**config.mk**
```make
export PLATFORM = sky130hd
export DESIGN_NAME = pipeline_hazard_controller_flat
export DESIGN_NICKNAME = d
export VERILOG_FILES = /design/src/rtl/pipeline_hazard_controller_pkg.sv /design/src/rtl/pipeline_hazard_controller_if.sv /design/src/rtl/pipeline_hazard_controller_load_use_detect.sv /design/src/rtl/pipeline_hazard_controller.sv /design/src/flat_wrapper.sv
export SDC_FILE = /design/constraint.sdc
export NUM_CORES = 1
export LEC_CHECK = 0
export ABC_AREA = 0
export BUFFER_PORTS_ARGS = -buffer_cell sky130_fd_sc_hd__buf_4
export CORE_MARGIN = 4
export CORE_UTILIZATION = 43
export DETAILED_ROUTE_END_ITERATION = 16
export PLACE_DENSITY = 0.85
export SLEW_MARGIN = 20
export SYNTH_ARGS = -nofsm -noshare
export SYNTH_HDL_FRONTEND = slang
export SYNTH_SLANG_ARGS = --single-unit
export TNS_END_PERCENT = 30
```
**constraint.sdc**
```tcl
create_clock -name clk_i -period 1.9 [get_ports clk_i]
set_clock_uncertainty 0.1 [all_clocks]
set_input_delay 0.38 -clock clk_i [delete_from_list [all_inputs] [get_ports clk_i]]
set_output_delay 0.38 -clock clk_i [all_outputs]
set_load 0.03 [all_outputs]
```
**src/rtl/pipeline_hazard_controller_pkg.sv**
```systemverilog
// Shared types and widths for the pipeline hazard controller.
// Optional feature macro: HAZARD_PERF_EN (stall-cycle performance counter).
package hazard_pkg;

  localparam int REG_ADDR_W_DEF = 3;
  localparam int FLUSH_CNT_W    = 3;
  localparam int PERF_CNT_W     = 16;

  typedef enum logic [1:0] {
    ST_RUN      = 2'd0,
    ST_FLUSH    = 2'd1,
    ST_MEM_WAIT = 2'd2,
    ST_HALTED   = 2'd3
  } hz_state_e;

endpackage

```
**src/rtl/pipeline_hazard_controller_if.sv**
```systemverilog
// Hazard-controller bus: pipeline status in, stage enables/flushes out.
// The master side is the pipeline, the slave side is the controller.
interface pipeline_hazard_controller_if import hazard_pkg::*; #(
  parameter int REG_ADDR_W = REG_ADDR_W_DEF
);

  logic [REG_ADDR_W-1:0] id_rs_addr_i;
  logic [REG_ADDR_W-1:0] id_rt_addr_i;
  logic                  id_uses_rs_i;
  logic                  id_uses_rt_i;
  logic [REG_ADDR_W-1:0] ex_write_addr_i;
  logic                  ex_memread_i;
  logic                  ex_branch_taken_i;
  logic                  mem_req_i;
  logic                  mem_ack_i;
  logic                  halt_i;
  logic                  resume_i;

  logic                  pc_en_o;
  logic                  ifid_en_o;
  logic                  ifid_flush_o;
  logic                  idex_en_o;
  logic                  idex_bubble_o;
  logic                  exmem_en_o;
  logic                  memwb_bubble_o;
  logic                  halted_o;
  logic [2:0]            state_o;
  logic [PERF_CNT_W-1:0] stall_cycles_o;

  modport master (
    output id_rs_addr_i, id_rt_addr_i, id_uses_rs_i, id_uses_rt_i,
           ex_write_addr_i, ex_memread_i, ex_branch_taken_i,
           mem_req_i, mem_ack_i, halt_i, resume_i,
    input  pc_en_o, ifid_en_o, ifid_flush_o, idex_en_o, idex_bubble_o,
           exmem_en_o, memwb_bubble_o, halted_o, state_o, stall_cycles_o
  );

  modport slave (
    input  id_rs_addr_i, id_rt_addr_i, id_uses_rs_i, id_uses_rt_i,
           ex_write_addr_i, ex_memread_i, ex_branch_taken_i,
           mem_req_i, mem_ack_i, halt_i, resume_i,
    output pc_en_o, ifid_en_o, ifid_flush_o, idex_en_o, idex_bubble_o,
           exmem_en_o, memwb_bubble_o, halted_o, state_o, stall_cycles_o
  );

endinterface

```
**src/rtl/pipeline_hazard_controller_load_use_detect.sv**
```systemverilog
// Load-use hazard detector: a load in EX whose destination is read by the
// instruction in ID cannot be forwarded in time. Purely combinational.
module load_use_detect import hazard_pkg::*; #(
  parameter int REG_ADDR_W = REG_ADDR_W_DEF
) (
  input  logic [REG_ADDR_W-1:0] id_rs_addr,
  input  logic [REG_ADDR_W-1:0] id_rt_addr,
  input  logic                  id_uses_rs,
  input  logic                  id_uses_rt,
  input  logic [REG_ADDR_W-1:0] ex_write_addr,
  input  logic                  ex_memread,
  output logic                  hazard
);

  // Register 0 is compared like any other address.
  always_comb begin
    hazard = ex_memread &
             ((id_uses_rs & (id_rs_addr == ex_write_addr)) |
              (id_uses_rt & (id_rt_addr == ex_write_addr)));
  end

endmodule

```
**src/rtl/pipeline_hazard_controller.sv**
```systemverilog
// Central stall/flush sequencer for the IF/ID/EX/EM/WB pipeline.
// Outputs are combinational (same-cycle response); state is registered.
// Optional feature macro: HAZARD_PERF_EN adds a saturating stall counter.
module pipeline_hazard_controller import hazard_pkg::*; #(
  parameter int REG_ADDR_W   = REG_ADDR_W_DEF,
  parameter int FLUSH_CYCLES = 1
) (
  input  logic                       clk_i,
  input  logic                       rst_n_i,
  pipeline_hazard_controller_if.slave bus
);

  localparam logic [FLUSH_CNT_W-1:0] FLUSH_LOAD  = FLUSH_CNT_W'(FLUSH_CYCLES - 1);
  localparam bit                     MULTI_FLUSH = (FLUSH_CYCLES > 1);

  hz_state_e              state, state_nxt;
  logic [FLUSH_CNT_W-1:0] flush_cnt, flush_cnt_nxt;
  logic                   ret_halted, ret_halted_nxt;
  logic                   load_use;
  logic                   mem_freeze;
  logic                   freeze_out;
  logic                   pc_en, ifid_en, ifid_flush, idex_en, idex_bubble;
  logic                   exmem_en, memwb_bubble;

  load_use_detect #(.REG_ADDR_W(REG_ADDR_W)) u_load_use (
    .id_rs_addr    (bus.id_rs_addr_i),
    .id_rt_addr    (bus.id_rt_addr_i),
    .id_uses_rs    (bus.id_uses_rs_i),
    .id_uses_rt    (bus.id_uses_rt_i),
    .ex_write_addr (bus.ex_write_addr_i),
    .ex_memread    (bus.ex_memread_i),
    .hazard        (load_use)
  );

  // An ack in the same cycle as the request completes it without freezing.
  assign mem_freeze = bus.mem_req_i & ~bus.mem_ack_i;

  // Priority mux and next-state logic; only the winning event acts.
  always_comb begin
    pc_en          = 1'b1;
    ifid_en        = 1'b1;
    ifid_flush     = 1'b0;
    idex_en        = 1'b1;
    idex_bubble    = 1'b0;
    exmem_en       = 1'b1;
    memwb_bubble   = 1'b0;
    freeze_out     = 1'b0;
    state_nxt      = state;
    flush_cnt_nxt  = flush_cnt;
    ret_halted_nxt = ret_halted;
    case (state)
      ST_RUN: begin
        if (mem_freeze) begin
          freeze_out     = 1'b1;
          state_nxt      = ST_MEM_WAIT;
          ret_halted_nxt = 1'b0;
        end else if (bus.ex_branch_taken_i) begin
          // Coincident load-use or HALT in ID is wrong-path and dropped.
          ifid_flush  = 1'b1;
          idex_bubble = 1'b1;
          if (MULTI_FLUSH) begin
            state_nxt     = ST_FLUSH;
            flush_cnt_nxt = FLUSH_LOAD;
          end
        end else if (load_use) begin
          pc_en       = 1'b0;
          ifid_en     = 1'b0;
          idex_bubble = 1'b1;
        end else if (bus.halt_i) begin
          state_nxt = ST_HALTED;
        end
      end
      ST_FLUSH: begin
        if (mem_freeze) begin
          freeze_out     = 1'b1;
          state_nxt      = ST_MEM_WAIT;
          ret_halted_nxt = 1'b0;
          flush_cnt_nxt  = '0;
        end else begin
          ifid_flush = 1'b1;
          if (flush_cnt <= FLUSH_CNT_W'(1)) begin
            state_nxt     = ST_RUN;
            flush_cnt_nxt = '0;
          end else begin
            flush_cnt_nxt = flush_cnt - FLUSH_CNT_W'(1);
          end
        end
      end
      ST_MEM_WAIT: begin
        if (!bus.mem_ack_i) begin
          freeze_out = 1'b1;
        end else begin
          state_nxt      = ret_halted ? ST_HALTED : ST_RUN;
          ret_halted_nxt = 1'b0;
        end
      end
      ST_HALTED: begin
        if (mem_freeze) begin
          freeze_out     = 1'b1;
          state_nxt      = ST_MEM_WAIT;
          ret_halted_nxt = 1'b1;
        end else begin
          // Front end held; EX/EM/WB keep draining.
          pc_en       = 1'b0;
          ifid_en     = 1'b0;
          idex_bubble = 1'b1;
          if (bus.resume_i) state_nxt = ST_RUN;
        end
      end
      default: state_nxt = ST_RUN;
    endcase
    if (freeze_out) begin
      pc_en        = 1'b0;
      ifid_en      = 1'b0;
      idex_en      = 1'b0;
      exmem_en     = 1'b0;
      memwb_bubble = 1'b1;
    end
  end

  // State, flush counter and return-to-HALTED flag.
  always_ff @(posedge clk_i or negedge rst_n_i) begin
    if (!rst_n_i) begin
      state      <= ST_RUN;
      flush_cnt  <= '0;
      ret_halted <= 1'b0;
    end else begin
      state      <= state_nxt;
      flush_cnt  <= flush_cnt_nxt;
      ret_halted <= ret_halted_nxt;
    end
  end

  assign bus.pc_en_o        = pc_en;
  assign bus.ifid_en_o      = ifid_en;
  assign bus.ifid_flush_o   = ifid_flush;
  assign bus.idex_en_o      = idex_en;
  assign bus.idex_bubble_o  = idex_bubble;
  assign bus.exmem_en_o     = exmem_en;
  assign bus.memwb_bubble_o = memwb_bubble;
  assign bus.halted_o       = (state == ST_HALTED);
  assign bus.state_o        = {1'b0, state};

`ifdef HAZARD_PERF_EN
  logic [PERF_CNT_W-1:0] stall_cnt;

  function automatic logic [PERF_CNT_W-1:0] sat_inc(input logic [PERF_CNT_W-1:0] v);
    return (&v) ? v : v + PERF_CNT_W'(1);
  endfunction

  // Count every cycle the PC is held, saturating at all-ones.
  always_ff @(posedge clk_i or negedge rst_n_i) begin
    if (!rst_n_i)    stall_cnt <= '0;
    else if (!pc_en) stall_cnt <= sat_inc(stall_cnt);
  end

  assign bus.stall_cycles_o = stall_cnt;
`else
  assign bus.stall_cycles_o = '0;
`endif

endmodule
```
**src/flat_wrapper.sv**
```systemverilog
// flat-port wrapper written by rule: the top's interface ports become plain ports
module pipeline_hazard_controller_flat import hazard_pkg::*;
#(
  parameter int REG_ADDR_W   = REG_ADDR_W_DEF,
  parameter int FLUSH_CYCLES = 1
)
  (clk_i, rst_n_i, bus_id_rs_addr_i, bus_id_rt_addr_i, bus_id_uses_rs_i, bus_id_uses_rt_i, bus_ex_write_addr_i, bus_ex_memread_i, bus_ex_branch_taken_i, bus_mem_req_i, bus_mem_ack_i, bus_halt_i, bus_resume_i, bus_pc_en_o, bus_ifid_en_o, bus_ifid_flush_o, bus_idex_en_o, bus_idex_bubble_o, bus_exmem_en_o, bus_memwb_bubble_o, bus_halted_o, bus_state_o, bus_stall_cycles_o);
  pipeline_hazard_controller_if #(.REG_ADDR_W(REG_ADDR_W)) bus_i ();
  input  logic clk_i;
  input  logic rst_n_i;
  input wire logic [$bits(bus_i.id_rs_addr_i)-1:0] bus_id_rs_addr_i;
  input wire logic [$bits(bus_i.id_rt_addr_i)-1:0] bus_id_rt_addr_i;
  input wire logic [$bits(bus_i.id_uses_rs_i)-1:0] bus_id_uses_rs_i;
  input wire logic [$bits(bus_i.id_uses_rt_i)-1:0] bus_id_uses_rt_i;
  input wire logic [$bits(bus_i.ex_write_addr_i)-1:0] bus_ex_write_addr_i;
  input wire logic [$bits(bus_i.ex_memread_i)-1:0] bus_ex_memread_i;
  input wire logic [$bits(bus_i.ex_branch_taken_i)-1:0] bus_ex_branch_taken_i;
  input wire logic [$bits(bus_i.mem_req_i)-1:0] bus_mem_req_i;
  input wire logic [$bits(bus_i.mem_ack_i)-1:0] bus_mem_ack_i;
  input wire logic [$bits(bus_i.halt_i)-1:0] bus_halt_i;
  input wire logic [$bits(bus_i.resume_i)-1:0] bus_resume_i;
  output wire logic [$bits(bus_i.pc_en_o)-1:0] bus_pc_en_o;
  output wire logic [$bits(bus_i.ifid_en_o)-1:0] bus_ifid_en_o;
  output wire logic [$bits(bus_i.ifid_flush_o)-1:0] bus_ifid_flush_o;
  output wire logic [$bits(bus_i.idex_en_o)-1:0] bus_idex_en_o;
  output wire logic [$bits(bus_i.idex_bubble_o)-1:0] bus_idex_bubble_o;
  output wire logic [$bits(bus_i.exmem_en_o)-1:0] bus_exmem_en_o;
  output wire logic [$bits(bus_i.memwb_bubble_o)-1:0] bus_memwb_bubble_o;
  output wire logic [$bits(bus_i.halted_o)-1:0] bus_halted_o;
  output wire logic [$bits(bus_i.state_o)-1:0] bus_state_o;
  output wire logic [$bits(bus_i.stall_cycles_o)-1:0] bus_stall_cycles_o;
  assign bus_i.id_rs_addr_i = bus_id_rs_addr_i;
  assign bus_i.id_rt_addr_i = bus_id_rt_addr_i;
  assign bus_i.id_uses_rs_i = bus_id_uses_rs_i;
  assign bus_i.id_uses_rt_i = bus_id_uses_rt_i;
  assign bus_i.ex_write_addr_i = bus_ex_write_addr_i;
  assign bus_i.ex_memread_i = bus_ex_memread_i;
  assign bus_i.ex_branch_taken_i = bus_ex_branch_taken_i;
  assign bus_i.mem_req_i = bus_mem_req_i;
  assign bus_i.mem_ack_i = bus_mem_ack_i;
  assign bus_i.halt_i = bus_halt_i;
  assign bus_i.resume_i = bus_resume_i;
  assign bus_pc_en_o = bus_i.pc_en_o;
  assign bus_ifid_en_o = bus_i.ifid_en_o;
  assign bus_ifid_flush_o = bus_i.ifid_flush_o;
  assign bus_idex_en_o = bus_i.idex_en_o;
  assign bus_idex_bubble_o = bus_i.idex_bubble_o;
  assign bus_exmem_en_o = bus_i.exmem_en_o;
  assign bus_memwb_bubble_o = bus_i.memwb_bubble_o;
  assign bus_halted_o = bus_i.halted_o;
  assign bus_state_o = bus_i.state_o;
  assign bus_stall_cycles_o = bus_i.stall_cycles_o;
  pipeline_hazard_controller #(.REG_ADDR_W(REG_ADDR_W), .FLUSH_CYCLES(FLUSH_CYCLES)) u_core (.clk_i(clk_i), .rst_n_i(rst_n_i), .bus(bus_i));
endmodule
```
==> impl_metrics.env, run 1 <==
export IMPL_outcome="complete, but fails checks"
export IMPL_die_h_um=51.0
export IMPL_async_reset_ff_share_pct=100
export IMPL_reg2reg_to="u_core.state[0]"
export IMPL_leakagePower_nw=0.552
export IMPL_worstPathMaxFanout=6
export IMPL_setup_slack_ps=-66.7
export IMPL_p_int_mw=0.960
export IMPL_hold_worst_slack_ps=401
export IMPL_yosysWarnings=0
export IMPL_hold_violations=0
export IMPL_wl_per_cell_um=13.0
export IMPL_totalWireLength_um=2020
export IMPL_synth_area_leaders="dfrtp_1 19%, buf_4 18%, ha_1 11%, xnor2_1 6.6%, a221oi_2 3.8%"
export IMPL_place_inst=143
export IMPL_grt_pass1_wl_um=3390
export IMPL_antenna_found_initial=0
export IMPL_synth_edff_count=0
export IMPL_min_period_ps=1970
export IMPL_grt_start_max_net_pins=8
export IMPL_dpl_hpwl_um=1580
export IMPL_required_ps=1420
export IMPL_clkTransAtPathRegs_ps=50
export IMPL_power_mw=1.86
export IMPL_fmax_mhz=508
export IMPL_gp_congestion=0.855
export IMPL_grt_util_all_layers_pct=17.0
export IMPL_fp_dieW_um=51.0
export IMPL_cts_tree="yes"
export IMPL_synth_cell_area_um2=796
export IMPL_syn_to_final_growth_pct=49.5
export IMPL_grt_pass1_vias=813
export IMPL_r2r_start="u_core.state[0]"
export IMPL_layout_drive_gt1_share_pct=53.1
export IMPL_diodes=0
export IMPL_finalMaxSlewViolations=0
export IMPL_tritoncts_num_sinks=6
export IMPL_r2r_setup_slack_ps=60
export IMPL_postSynthCellCount=90
export IMPL_fp_coreArea_um2=1750
export IMPL_synth_flop_cell="dfrtp_1"
export IMPL_seqPwrFrac_pct=13.0
export IMPL_htree_levels=1
export IMPL_clk_path_buf_depth=2
export IMPL_final_common_cell="buf_4"
export IMPL_crit_type="reg -> out"
export IMPL_fin_nets=157
export IMPL_insertion_delay_ps=250
export IMPL_violations="negative setup slack"
export IMPL_synth_distinct_cells=32
export IMPL_rr_worst_depth=7
export IMPL_antenna_left=0
export IMPL_stdcell_count=155
export IMPL_rsz0062_at_grt="true"
export IMPL_synth_seq_area_share_pct=18.9
export IMPL_drt_initial_drc_count=4
export IMPL_netlist_area_leader_share_pct=18.9
export IMPL_rows=15
export IMPL_final_cell_mix="32 x buf_4, 17 x conb_1, 7 x buf_6, 6 x xnor2_1, 5 x nor2_1"
export IMPL_vias_per_cell=4.78
export IMPL_maxCapViolCount=0
export IMPL_cts_buffers=3
export IMPL_dieArea_um2=2600
export IMPL_final_util_pct=68.2
export IMPL_initial_core_util_pct=45.6
export IMPL_min_path_type="in -> async"
export IMPL_grt_ovfl_total=0
export IMPL_vias=741
export IMPL_fillerInstances=142
export IMPL_drtPass1Iterations=4
export IMPL_drc=0
export IMPL_io_buffers=28
export IMPL_cts_root_buffer="clkbuf_4"
export IMPL_start_kind="flip-flop"
export IMPL_clockPowerShare_pct=6.9
export IMPL_min_period_over_period_pct=104
export IMPL_critPathLaunch="u_core.state[0]"
export IMPL_synth_seq_cells=6
export IMPL_p_per_area_nw_per_um2=1560
export IMPL_postSynthAreaPerCell_um2=8.84
export IMPL_switching_share_pct=48.4
export IMPL_synth_top_area_cell="dfrtp_1"
export IMPL_io_pins=46
export IMPL_worstPathArrival_ps=1490
export IMPL_power_switching_mw=0.899
export IMPL_ir_drop_mv=0.652
export IMPL_setup_viol=3
export IMPL_worstSetupEndpointType="primary output"
export IMPL_combPwrFrac_pct=80.1
## power groups by stage
stage	Clock (mW)	Combinational (mW)	Sequential (mW)
2_1_floorplan	0	0.906	0.290
4_1_cts	0.130	1.43	0.238
5_1_grt	0.145	1.59	0.251
6_report	0.128	1.49	0.241
3_5_place_dp	0	1.20	0.243
3_3_place_gp	0	1.17	0.239
## layer usage
| metal | global-route usage [%] | wire length, um |
|---|---|---|
| met1 | 15.3 | 671 |
| met2 | 33.5 | 1090 |
| met3 | 4.96 | 195 |
| met4 | 8.52 | 62 |
| met5 | 0 | 0 |
## layout make-up
cell class	instances	area [um2]	area share [%]
clock buffers	4	26.3	2.21
inverters	6	27.5	2.31
multi-input cells	74	623	52.4
flip-flops and latches	6	153	12.8
well taps	25	31.3	2.63
repair buffers	40	329	27.7
## how the worst max path moves through the flow
stage | to | slack (ps)
6_report | bus_idex_bubble_o | -70
3_5_place_dp | bus_pc_en_o | -50
4_1_cts | bus_pc_en_o | -60
5_1_grt | bus_idex_bubble_o | -120
3_3_place_gp | bus_pc_en_o | 60
2_1_floorplan | bus_pc_en_o | -110
## worst max-delay path, stage by stage, from the launching register on
cell and delay (ps):
dfrtp_2 440, buf_4 160, ha_4 180, o31a_2 330
buf_6 140
## sequential cells by signal, summed over array words and instances (netlist names)
| name | cells |
|---|---|
| u_core.state | 2 |
| u_core.flush_cnt | 3 |
| u_core.ret_halted | 1 |
## synthesized netlist by cell type, types with 2 or more instances
| cell | count |
|---|---|
| o21ai_0 | 2 |
| nand2b_4 | 2 |
| nor2_1 | 7 |
| nor3_1 | 3 |
| inv_1 | 6 |
| a21oi_1 | 5 |
| buf_4 | 19 |
| xnor2_1 | 6 |
| nand2b_1 | 2 |
| a221oi_2 | 2 |
| ha_1 | 7 |
| nor2b_1 | 3 |
| nand4_1 | 2 |
| dfrtp_1 | 6 |
## stage by stage
| step | TNS (ps) | worst slack, ps | area [um2] |
|---|---|---|---|
| 6_report | -165 | -66.7 | 1190 |
| 5_1_grt | -475 | -124 | 1190 |
| 4_1_cts | -178 | -62.7 | 1160 |
| 3_5_place_dp | -99.9 | -50.3 | 1020 |
| 3_3_place_gp | 0 | 61.5 | 1020 |
| 2_1_floorplan | -108 | -108 | 915 |
## what timing repair did
item	in CTS	in global routing
setup endpoints to repair	3	7
endpoints found under the hold margin	6	0
hold buffers	1	0
buffers inserted	5	2
pin swaps	3	1
gates cloned	0	0
gates resized for setup	13	4
## cell families after synthesis
kind of cell / count (synthesis) / share of synthesized area, %
buffers and inverters: 26 / 22.6
adder cells (fa/ha/maj): 7 / 11.0
other: 1 / 0.471
AO/OA/AOI/OAI: 22 / 22.6
XOR/XNOR: 6 / 6.60
multiplexers: 1 / 1.26
flip-flops: 6 / 18.9
AND/OR/NAND/NOR: 21 / 16.5
No activity file was read; power rests on OpenSTA's default activity.
==> run 2, diff against run 1 <==
--- a/config.mk
+++ b/config.mk
@@ -7,6 +7,7 @@
 export LEC_CHECK = 0
 export ABC_AREA = 0
 export BUFFER_PORTS_ARGS = -buffer_cell sky130_fd_sc_hd__buf_4
+export CORE_ASPECT_RATIO = 0.75
 export CORE_MARGIN = 4
 export CORE_UTILIZATION = 43
 export DETAILED_ROUTE_END_ITERATION = 16
==> impl_metrics.env, run 2 (synthesis results as in run 1) <==
export IMPL_outcome="complete, but fails checks"
export IMPL_violations="negative setup slack"
export IMPL_finalMaxSlewViolations=0
export IMPL_seqCellArea_um2=153
export IMPL_hold_violations=0
export IMPL_start_kind="flip-flop"
export IMPL_fmax_mhz=505
export IMPL_grt_pass1_wl_um=3060
export IMPL_crit_chain="inv_2, ha_4, nor3_2, o31a_2, buf_4"
export IMPL_layout_drive_gt1_share_pct=50.8
export IMPL_drc=0
export IMPL_setup_slack_ps=-79.8
export IMPL_worstPathArrival_ps=1500
export IMPL_top_register="u_core.flush_cnt"
export IMPL_clockPowerShare_pct=7.1
export IMPL_vias=717
export IMPL_ir_drop_mv=0.896
export IMPL_switching_share_pct=49.0
export IMPL_grt_ovfl_total=0
export IMPL_drt_initial_drc_count=5
export IMPL_rsz0062_at_grt="true"
export IMPL_worstSetupEndpointType="primary output"
export IMPL_critPathLaunch="u_core.state[1]"
export IMPL_worstPathMaxFanout=4
export IMPL_clkTransAtPathRegs_ps=50
export IMPL_seqPwrFrac_pct=14.7
export IMPL_gp_congestion=0.919
export IMPL_antenna_left=0
export IMPL_stdcell_count=148
export IMPL_min_period_over_period_pct=104
export IMPL_totalWireLength_um=1810
export IMPL_htree_levels=1
export IMPL_tritoncts_num_sinks=6
export IMPL_setup_viol=4
export IMPL_final_common_cell="buf_4"
export IMPL_grt_util_all_layers_pct=15.1
export IMPL_reg2reg_to="u_core.state[0]"
export IMPL_p_int_mw=0.879
export IMPL_p_per_area_nw_per_um2=1550
export IMPL_io_pins=46
export IMPL_rows=13
export IMPL_clk_path_buf_depth=2
export IMPL_multi_input_area_um2=596
export IMPL_fin_nets=153
export IMPL_combPwrFrac_pct=78.2
export IMPL_die_h_um=45.3
export IMPL_r2r_setup_slack_ps=110
export IMPL_leakagePower_nw=0.522
export IMPL_drtPass1Iterations=4
export IMPL_final_cell_mix="32 x buf_4, 17 x conb_1, 6 x xnor2_1, 5 x nor2_1"
export IMPL_largest_reg_flops=3
export IMPL_cts_buffers=3
export IMPL_crit_type="reg -> out"
export IMPL_min_period_ps=1980
export IMPL_cp_slowest_stage_delay_ps=430
export IMPL_dpl_hpwl_um=1480
export IMPL_wl_per_cell_um=12.2
export IMPL_crit_buf_inv=2
export IMPL_grt_start_max_net_pins=9
export IMPL_rr_worst_depth=7
export IMPL_place_inst=139
export IMPL_io_buffers=28
export IMPL_min_path_type="in -> async"
export IMPL_fp_dieW_um=57.7
export IMPL_crit_slowest_cell="dfrtp_2"
export IMPL_power_switching_mw=0.845
export IMPL_insertion_delay_ps=240
export IMPL_cts_root_buffer="clkbuf_4"
export IMPL_setup_tns_ps=-240
export IMPL_vias_per_cell=4.84
export IMPL_fillerInstances=151
export IMPL_r2r_start="u_core.state[1]"
export IMPL_maxCapViolCount=0
export IMPL_cts_tree="yes"
export IMPL_initial_core_util_pct=45.7
export IMPL_cp_top_family="flip-flops"
export IMPL_required_ps=1420
export IMPL_dieArea_um2=2610
export IMPL_antenna_found_initial=0
export IMPL_diodes=0
export IMPL_fp_coreArea_um2=1740
export IMPL_syn_to_final_growth_pct=39.9
export IMPL_reg_top3="u_core.flush_cnt: 3 flops, u_core.state: 2 flops, u_core.ret_halted: 1 flops"
export IMPL_grt_pass1_vias=730
-- run 2: cell type report --
type | instances | area share, %
well taps | 22 | 2.47
clock buffers | 4 | 2.36
inverters | 6 | 2.47
multi-input cells | 74 | 53.5
flip-flops and latches | 6 | 13.7
repair buffers | 36 | 25.5
-- run 2: stage by stage --
step | utilization [%] | hold WS (ps) | instance area, um2 | total power, mW | worst slack, ps
6_report | 64.0 | 371 | 1110 | 1.72 | -79.8
5_1_grt | 64.0 | 373 | 1110 | 1.86 | -158
3_5_place_dp | 58.2 | 87.4 | 1010 | 1.43 | -5.62
2_1_floorplan | - | -15.6 | 915 | 1.20 | -108
4_1_cts | 63.6 | 374 | 1110 | 1.70 | -88.5
3_3_place_gp | 58.2 | 85.7 | 1010 | 1.39 | 30.1
-- run 2: worst max path at each step --
| stage | cells past startpoint | end | slack [ps] |
|---|---|---|---|
| detailed placement | 7 | bus_idex_bubble_o | -6 |
| CTS | 5 | bus_idex_bubble_o | -90 |
| global route | 8 | bus_pc_en_o | -160 |
| global placement | 7 | bus_idex_bubble_o | 30 |
| floorplan | 8 | bus_pc_en_o | -110 |
| finish | 5 | bus_idex_bubble_o | -80 |
-- run 2: power groups by stage --
stage | Combinational (mW) | Clock, mW | Sequential (mW)
global route | 1.46 | 0.141 | 0.262
detailed placement | 1.18 | 0 | 0.250
CTS | 1.32 | 0.129 | 0.248
floorplan | 0.906 | 0 | 0.290
finish | 1.35 | 0.123 | 0.253
global placement | 1.15 | 0 | 0.246
-- run 2: layer usage --
metal  GRT usage, %  up-vias  share of wire (%)
met1           17.4      331                 40
met4           5.56        0               0.44
li1               -      348                  -
met3           3.43        2                 10
met5              0        -                  0
met2           27.5       36                 49
-- run 2: worst register-to-register path: stages, from the launching register on --
cell	delay, ps
dfrtp_2	430
buf_6	130
buf_4	120
ha_1	180
nor2b_1	160
a211oi_2	180
a21oi_2	110
a221oi_2	270
-- run 2: what timing repair did --
item	CTS	global route
endpoints found under the setup margin	4	6
hold endpoints to repair	6	0
pin swaps	2	1
hold buffers	1	0
setup buffers	4	0
gates resized for setup	6	2
